[src/rtl/gates_capture.sv]
// Capture FIFO behind the combinational gate block: buffers {y, vy} samples and presents
// the head entry with its popcount. Optional per-entry parity under GATES_CAPTURE_PARITY_EN.
module gates_capture #(
    parameter int W     = 4,
    parameter int DEPTH = 4
) (
    input  logic                       clk,
    input  logic                       rst,
    input  logic                       in_valid,
    output logic                       in_ready,
    input  logic                       y,
    input  logic [0:W-1]               vy,
    output logic                       out_valid,
    input  logic                       out_ready,
    output logic                       out_y,
    output logic [0:W-1]               out_vy,
    output logic [$clog2(W+1)-1:0]     out_ones,
    output logic [$clog2(DEPTH):0]     count,
    output logic [7:0]                 drop_cnt
`ifdef GATES_CAPTURE_PARITY_EN
    ,
    output logic                       out_par
`endif
);

    localparam int AW = $clog2(DEPTH);
    localparam int CW = AW + 1;
    localparam int OW = $clog2(W + 1);

    // Number of set bits in a vy vector.
    function automatic logic [OW-1:0] popcount(input logic [0:W-1] v);
        logic [OW-1:0] acc;
        acc = '0;
        for (int i = 0; i < W; i++) begin
            acc = acc + OW'(v[i]);
        end
        return acc;
    endfunction

    // Even parity over the scalar and vector results of one sample.
    function automatic logic entry_parity(input logic y_v, input logic [0:W-1] v);
        return y_v ^ (^v);
    endfunction

    logic [W:0]    mem_r [DEPTH];
`ifdef GATES_CAPTURE_PARITY_EN
    logic          par_mem_r [DEPTH];
`endif
    logic [AW-1:0] wr_ptr_r;
    logic [AW-1:0] rd_ptr_r;
    logic [CW-1:0] count_r;
    logic [7:0]    drop_cnt_r;

    logic          in_ready_s;
    logic          out_valid_s;
    logic          push_s;
    logic          pop_s;
    logic [W:0]    head_s;

    assign in_ready_s  = (count_r != CW'(DEPTH));
    assign out_valid_s = (count_r != CW'(0));
    assign push_s      = in_valid && in_ready_s;
    assign pop_s       = out_valid_s && out_ready;
    assign head_s      = mem_r[rd_ptr_r];

    // Pointer, occupancy and drop-counter state; reset discards any same-cycle push/pop.
    always_ff @(posedge clk) begin
        if (rst) begin
            wr_ptr_r   <= AW'(0);
            rd_ptr_r   <= AW'(0);
            count_r    <= CW'(0);
            drop_cnt_r <= 8'd0;
        end else begin
            if (push_s) begin
                wr_ptr_r <= wr_ptr_r + AW'(1);
            end else begin
                wr_ptr_r <= wr_ptr_r;
            end
            if (pop_s) begin
                rd_ptr_r <= rd_ptr_r + AW'(1);
            end else begin
                rd_ptr_r <= rd_ptr_r;
            end
            case ({push_s, pop_s})
                2'b10:   count_r <= count_r + CW'(1);
                2'b01:   count_r <= count_r - CW'(1);
                default: count_r <= count_r;
            endcase
            if (in_valid && !in_ready_s && (drop_cnt_r != 8'hFF)) begin
                drop_cnt_r <= drop_cnt_r + 8'd1;
            end else begin
                drop_cnt_r <= drop_cnt_r;
            end
        end
    end

    // Entry storage is intentionally not reset; it is only visible when count is non-zero.
    always_ff @(posedge clk) begin
        if (push_s && !rst) begin
            mem_r[wr_ptr_r] <= {y, vy};
`ifdef GATES_CAPTURE_PARITY_EN
            par_mem_r[wr_ptr_r] <= entry_parity(y, vy);
`endif
        end
    end

    // Head-entry presentation, forced to zero while empty.
    always_comb begin
        out_y    = 1'b0;
        out_vy   = '0;
        out_ones = '0;
`ifdef GATES_CAPTURE_PARITY_EN
        out_par  = 1'b0;
`endif
        if (out_valid_s) begin
            out_y    = head_s[W];
            out_vy   = head_s[W-1:0];
            out_ones = popcount(head_s[W-1:0]);
`ifdef GATES_CAPTURE_PARITY_EN
            out_par  = par_mem_r[rd_ptr_r];
`endif
        end else begin
            out_y    = 1'b0;
            out_vy   = '0;
            out_ones = '0;
`ifdef GATES_CAPTURE_PARITY_EN
            out_par  = 1'b0;
`endif
        end
    end

    assign in_ready  = in_ready_s;
    assign out_valid = out_valid_s;
    assign count     = count_r;
    assign drop_cnt  = drop_cnt_r;

endmodule
[config.mk]
export PLATFORM = sky130hd
export DESIGN_NAME = gates_capture
export DESIGN_NICKNAME = d
export VERILOG_FILES = /design/src/rtl/gates_capture.sv
export SDC_FILE = /design/constraint.sdc
export NUM_CORES = 1
export LEC_CHECK = 0
export CAP_MARGIN = 20
export CORE_MARGIN = 1
export CORE_UTILIZATION = 58
export CTS_BUF_LIST = sky130_fd_sc_hd__clkbuf_4 sky130_fd_sc_hd__clkbuf_8
export DETAILED_ROUTE_END_ITERATION = 8
export PLACE_DENSITY = 0.94
export SETUP_SLACK_MARGIN = 0.05
export SLEW_MARGIN = 15
export SYNTH_ARGS = -nofsm -noshare
export SYNTH_HDL_FRONTEND = slang
export SYNTH_SLANG_ARGS = --single-unit
[constraint.sdc]
create_clock -name clk -period 5.4 [get_ports clk]
set_input_delay 1.62 -clock clk [delete_from_list [all_inputs] [get_ports clk]]
set_output_delay 1.62 -clock clk [all_outputs]
set_load 0.03 [all_outputs]
=== Word-level counts from Yosys, hierarchy flattened ===
Memory sizes are Yosys's and may differ from the RTL's. A register that Yosys moved wholly into a read port is not among the register bits.
Cells that the tools add are included.

* Multiplexer cells: 8
* Reduce and logical (&&, ||, !) cells: 9
* $add $sub $neg: 8
* Equal/unequal tests: 4

{| class="wikitable"
|+ Operators with widths
! kind !! number
|-
| 8-bit by 1-bit adder with 8-bit output, second input constant || 1
|-
| 8-bit inequality test, second input constant || 1
|-
| 3-bit case mux with 2 select lines || 1
|-
| 1-bit logical AND || 5
|-
| 2-bit by 1-bit adder with 2-bit output, second input constant || 2
|-
| 2-bit 2-to-1 mux || 2
|-
| 4-bit 2-to-1 mux || 1
|-
| 2-bit by 1-bit adder with 3-bit output || 1
|-
| 3-bit by 1-bit adder with 3-bit output || 1
|-
| 3-bit by 1-bit adder with 3-bit output, second input constant || 1
|-
| 1-bit 2-to-1 mux || 3
|-
| 3-bit 2-to-1 mux || 1
|-
| 3-bit inequality test, second input constant || 1
|-
| 3-bit nonzero test || 1
|-
| 3-bit by 1-bit subtractor with 3-bit output, second input constant || 1
|-
| 1-bit by 1-bit adder with 2-bit output || 1
|-
| 2-bit by 1-bit equality test with 1-bit output, second input constant || 1
|-
| 2-bit equality test, second input constant || 1
|-
| 1-bit zero test || 2
|-
| 2-bit nonzero test || 1
|}

* Bits of input ports: 9
* Memories: 1
* RAM bits: 20
* Output and inout bits: 21
* Register bits after elaboration: 15
* Logic and storage cells: 34

{| class="wikitable"
|+ Memories
! memory !! words !! width !! rd ports !! clocked after Yosys merged registers in !! write ports !! line !! RTL
|-
| mem_r || 4 || 5 || 1 || 1 || 1 || 45 || <nowiki>logic [W:0] mem_r [DEPTH];</nowiki>
|}

=== Longest topological paths before layout ===
* Word-level depth: 5
* Depth in mapped cells: 8
* Gate-level depth less buffers: 8

=== Worst setup path before layout ===
OpenSTA, ideal clock, no wires.

* Path type: register to output
* From: register with a tool-made name
* To: output out_ones[1]
* Setup slack: 1.579 ns
* Arrival: 2.201 ns
* Data required time: 3.780 ns
* Buffers on the path: 1
* Stages on the path, launching flop included: 7
* Cells stage by stage: dfxtp_1 -> buf_2 -> mux4_2 -> fa_1 -> ha_1 -> ha_1 -> and2_1

{| class="wikitable"
|+ RTL lines
! what !! line !! RTL
|-
| to (decl) || 17 || <nowiki>output logic [$clog2(W+1)-1:0] out_ones,</nowiki>
|}

==> metrics.txt <==
HP Class register to register; normalized max-slew margin 55.2%; Yosys warnings 0; Netlist cell types 37; R2R cell count 8; crit end category primary output; nets@finish 182; Synth Instances 131; largest net degree at the start of global routing 20; Pins Over Slew Limit 0; largest area contributor in the netlist edfxtp_1; share of the synthesized area in the top cell type 35.5%; antenna cells 0; worst stage delay on the critical path 0.66 ns; slowest CP cell clkdlybuf4s50_1; Final GP Congestion 0.817; TritonCTS clock tree yes; R2R setup slack 2.94 ns; area taken by multi-input logic gates 709 um^2; layout cells sized above 1 13.4%; internal power 0.000593 W; initial core utilization 61.4%; Flop pwr share 37.6%; Synth Register Bits 37; Final Core Density 74.6%; TritonCTS buffer count 5; crit path DAT 3.19 ns; final worst path period need 4.81 ns; Die W 56.0 um; first-pass GRT wire length 5.34 mm; Post-Synthesis Cell Area 1690 um^2; synthesized net count 150; Post-synth top flop edfxtp_1; clk root buf clkbuf_4; outcome finished, final reports clean; drt wl/cell 16.1 um; maxcap violations 0; RSZ-0062 raised after global routing false; most frequent cell on the critical path ha_1; setup TNS 0 ns; Worst Max-Slew Pin Slew 0.670 ns; Worst Setup Path Type register to primary output; share of total power in combinational logic 46.9%; Via density 5.71; P_sw 0.000366 W; I/O pin cnt 30; Routed Antenna Nets 0; Clock Path Buffers 2; Synth async-reset ratio 0%; Skew-Pair Late Insertion Delay 0.33 ns; CP Cell Sequence mux4_2 -> fa_1 -> ha_1 -> ha_1 -> and2_1 -> clkdlybuf4s50_1; initial antenna violation count 0; Pwr Density 466 nW/um^2; HPWL after DPL 2.41 mm; Die H 56.0 um; switching part of the total 38.2%; period utilisation layout 89.1%; clock sinks 37; Sequential Area 941 um^2; FP Rows 19; core area 2760 um^2; final hold violation count 0; Area Overhead vs Synth 21.5%; register area share after synthesis 55.5%; commonest cells after routing, fill and taps aside 29 x clkdlybuf4s50_1, 20 x edfxtp_1, 17 x dfxtp_1; Remaining Overflow, GRT 0; die area 3140 um^2; TritonRoute pass-1 iters 4; Post-CTS Setup Inserts 0; DRC 0; top post-synthesis cells by area edfxtp_1 35%, dfxtp_1 20%, mux4_2 6.6%; Worst-path clk slew 0.11 ns; critical-path maximum fanout 5; DRT Wirelength 3.13 mm; Total GRT Usage 22.6%; RR Endpoint count[2]$_SDFFE_PP0P_; input/output buffers 29; H-tree depth 2; vias in the first global route 1183; reg-to-reg critical path startpoint count[2]$_SDFFE_PP0P_; WP data required 3.78 ns; cts hold-fix bufs 0; worst vdd ir 541 uV; Startpoint Class register; EDFF count, synth 20; Syn Area/Cell 12.9 um^2; Worst setup endpoint out_ones[1]; P_leak 0.757 nW; commonest non-fill, non-tap cell in the layout clkdlybuf4s50_1; DR iter-0 viols 34; Final setup viols 0; routed vias 1114; post-CTS resize count 0; power share of the clock group 15.5%; Setup Skew 0.00200 ns; Peak Freq 0.208 GHz; filler cell count 191
## power groups by stage
stage | combinational [W] | sequential, W | clock (W)
2_1_floorplan | 0.000286 | 0.000372 | 0
3_3_place_gp | 0.000428 | 0.000365 | 0
3_5_place_dp | 0.000455 | 0.000368 | 0
4_1_cts | 0.000456 | 0.000362 | 0.000149
5_1_grt | 0.000483 | 0.000367 | 0.000162
6_report | 0.000450 | 0.000360 | 0.000148
## registers in the layout, summed over array words and instances, names as in the netlist, named ones only
signal and count:
wr_ptr_r 2, count 3, rd_ptr_r 2, mem_r 20, drop_cnt 8
## synthesized netlist by cell type (2+ instances only)
cell	number
a21oi_1	4
a31oi_1	2
and2_1	14
buf_2	2
dfxtp_1	17
edfxtp_1	20
fa_1	2
ha_1	8
inv_1	5
mux4_2	5
nand2_1	4
nand3_1	3
nor2_1	14
nor3_1	2
o211ai_2	2
xnor2_1	2
xor2_1	5
## critical path: cells and delay by family, from the launching register on
kind	cells	cell delay, ns
and+or+nand+nor	1	0.11
adders and majority gates	3	0.96
DFF	1	0.53
buffers and inverters	1	0.66
muxes	1	0.60
## cells by family (layout without fill, tap and decap cells)
logic type,count (synthesis),in the layout,synth area share [%]
compound gates,12,12,4.95
xor+xnor,7,7,3.62
fa+ha+maj,10,10,8.27
buf+inv,9,42,2.58
flops,37,37,55.5
simple gates,48,48,16.2
mux,8,8,8.79
## through the flow
stage	cell area [um^2]	hold WS, ns	instances	total power [W]	worst slack, ns
after floorplan	1690	0.469	131	0.000658	1.58
after global placement	2000	0.486	187	0.000792	1.03
after detailed placement	2000	0.508	187	0.000823	0.910
after CTS	2060	0.523	195	0.000967	0.554
after global routing	2060	0.569	195	0.00101	0.481
final	2060	0.527	195	0.000959	0.591
## layout make-up
class	instances	area share [%]
inverter	5	0.912
tap	31	1.88
multi-input combinational	85	34.5
clock inverter	2	0.426
timing repair buffer	29	14.1
sequential	37	45.7
clock buffer	6	2.49
## how the worst min path moves through the flow
stage | start | endpoint | slack [ns] | depth (start not counted)
floorplan | wr_ptr_r[1]$_SDFFE_PP0P_ | wr_ptr_r[1]$_SDFFE_PP0P_ | 0.47 | 2
global placement | wr_ptr_r[1]$_SDFFE_PP0P_ | wr_ptr_r[1]$_SDFFE_PP0P_ | 0.49 | 2
detailed placement | wr_ptr_r[1]$_SDFFE_PP0P_ | wr_ptr_r[1]$_SDFFE_PP0P_ | 0.51 | 2
CTS | wr_ptr_r[1]$_SDFFE_PP0P_ | wr_ptr_r[1]$_SDFFE_PP0P_ | 0.52 | 2
global route | count[2]$_SDFFE_PP0P_ | count[2]$_SDFFE_PP0P_ | 0.57 | 2
finish | wr_ptr_r[1]$_SDFFE_PP0P_ | wr_ptr_r[1]$_SDFFE_PP0P_ | 0.53 | 2
## routing by layer
layer	vias to the layer above	GRT usage [%]	wire (um)
li1	534	-	-
met1	530	27.4	1300
met2	37	37.9	1610
met3	13	5.12	132
met4	0	11.5	96
met5	-	0	0
Power figures use the tool's default switching activity.
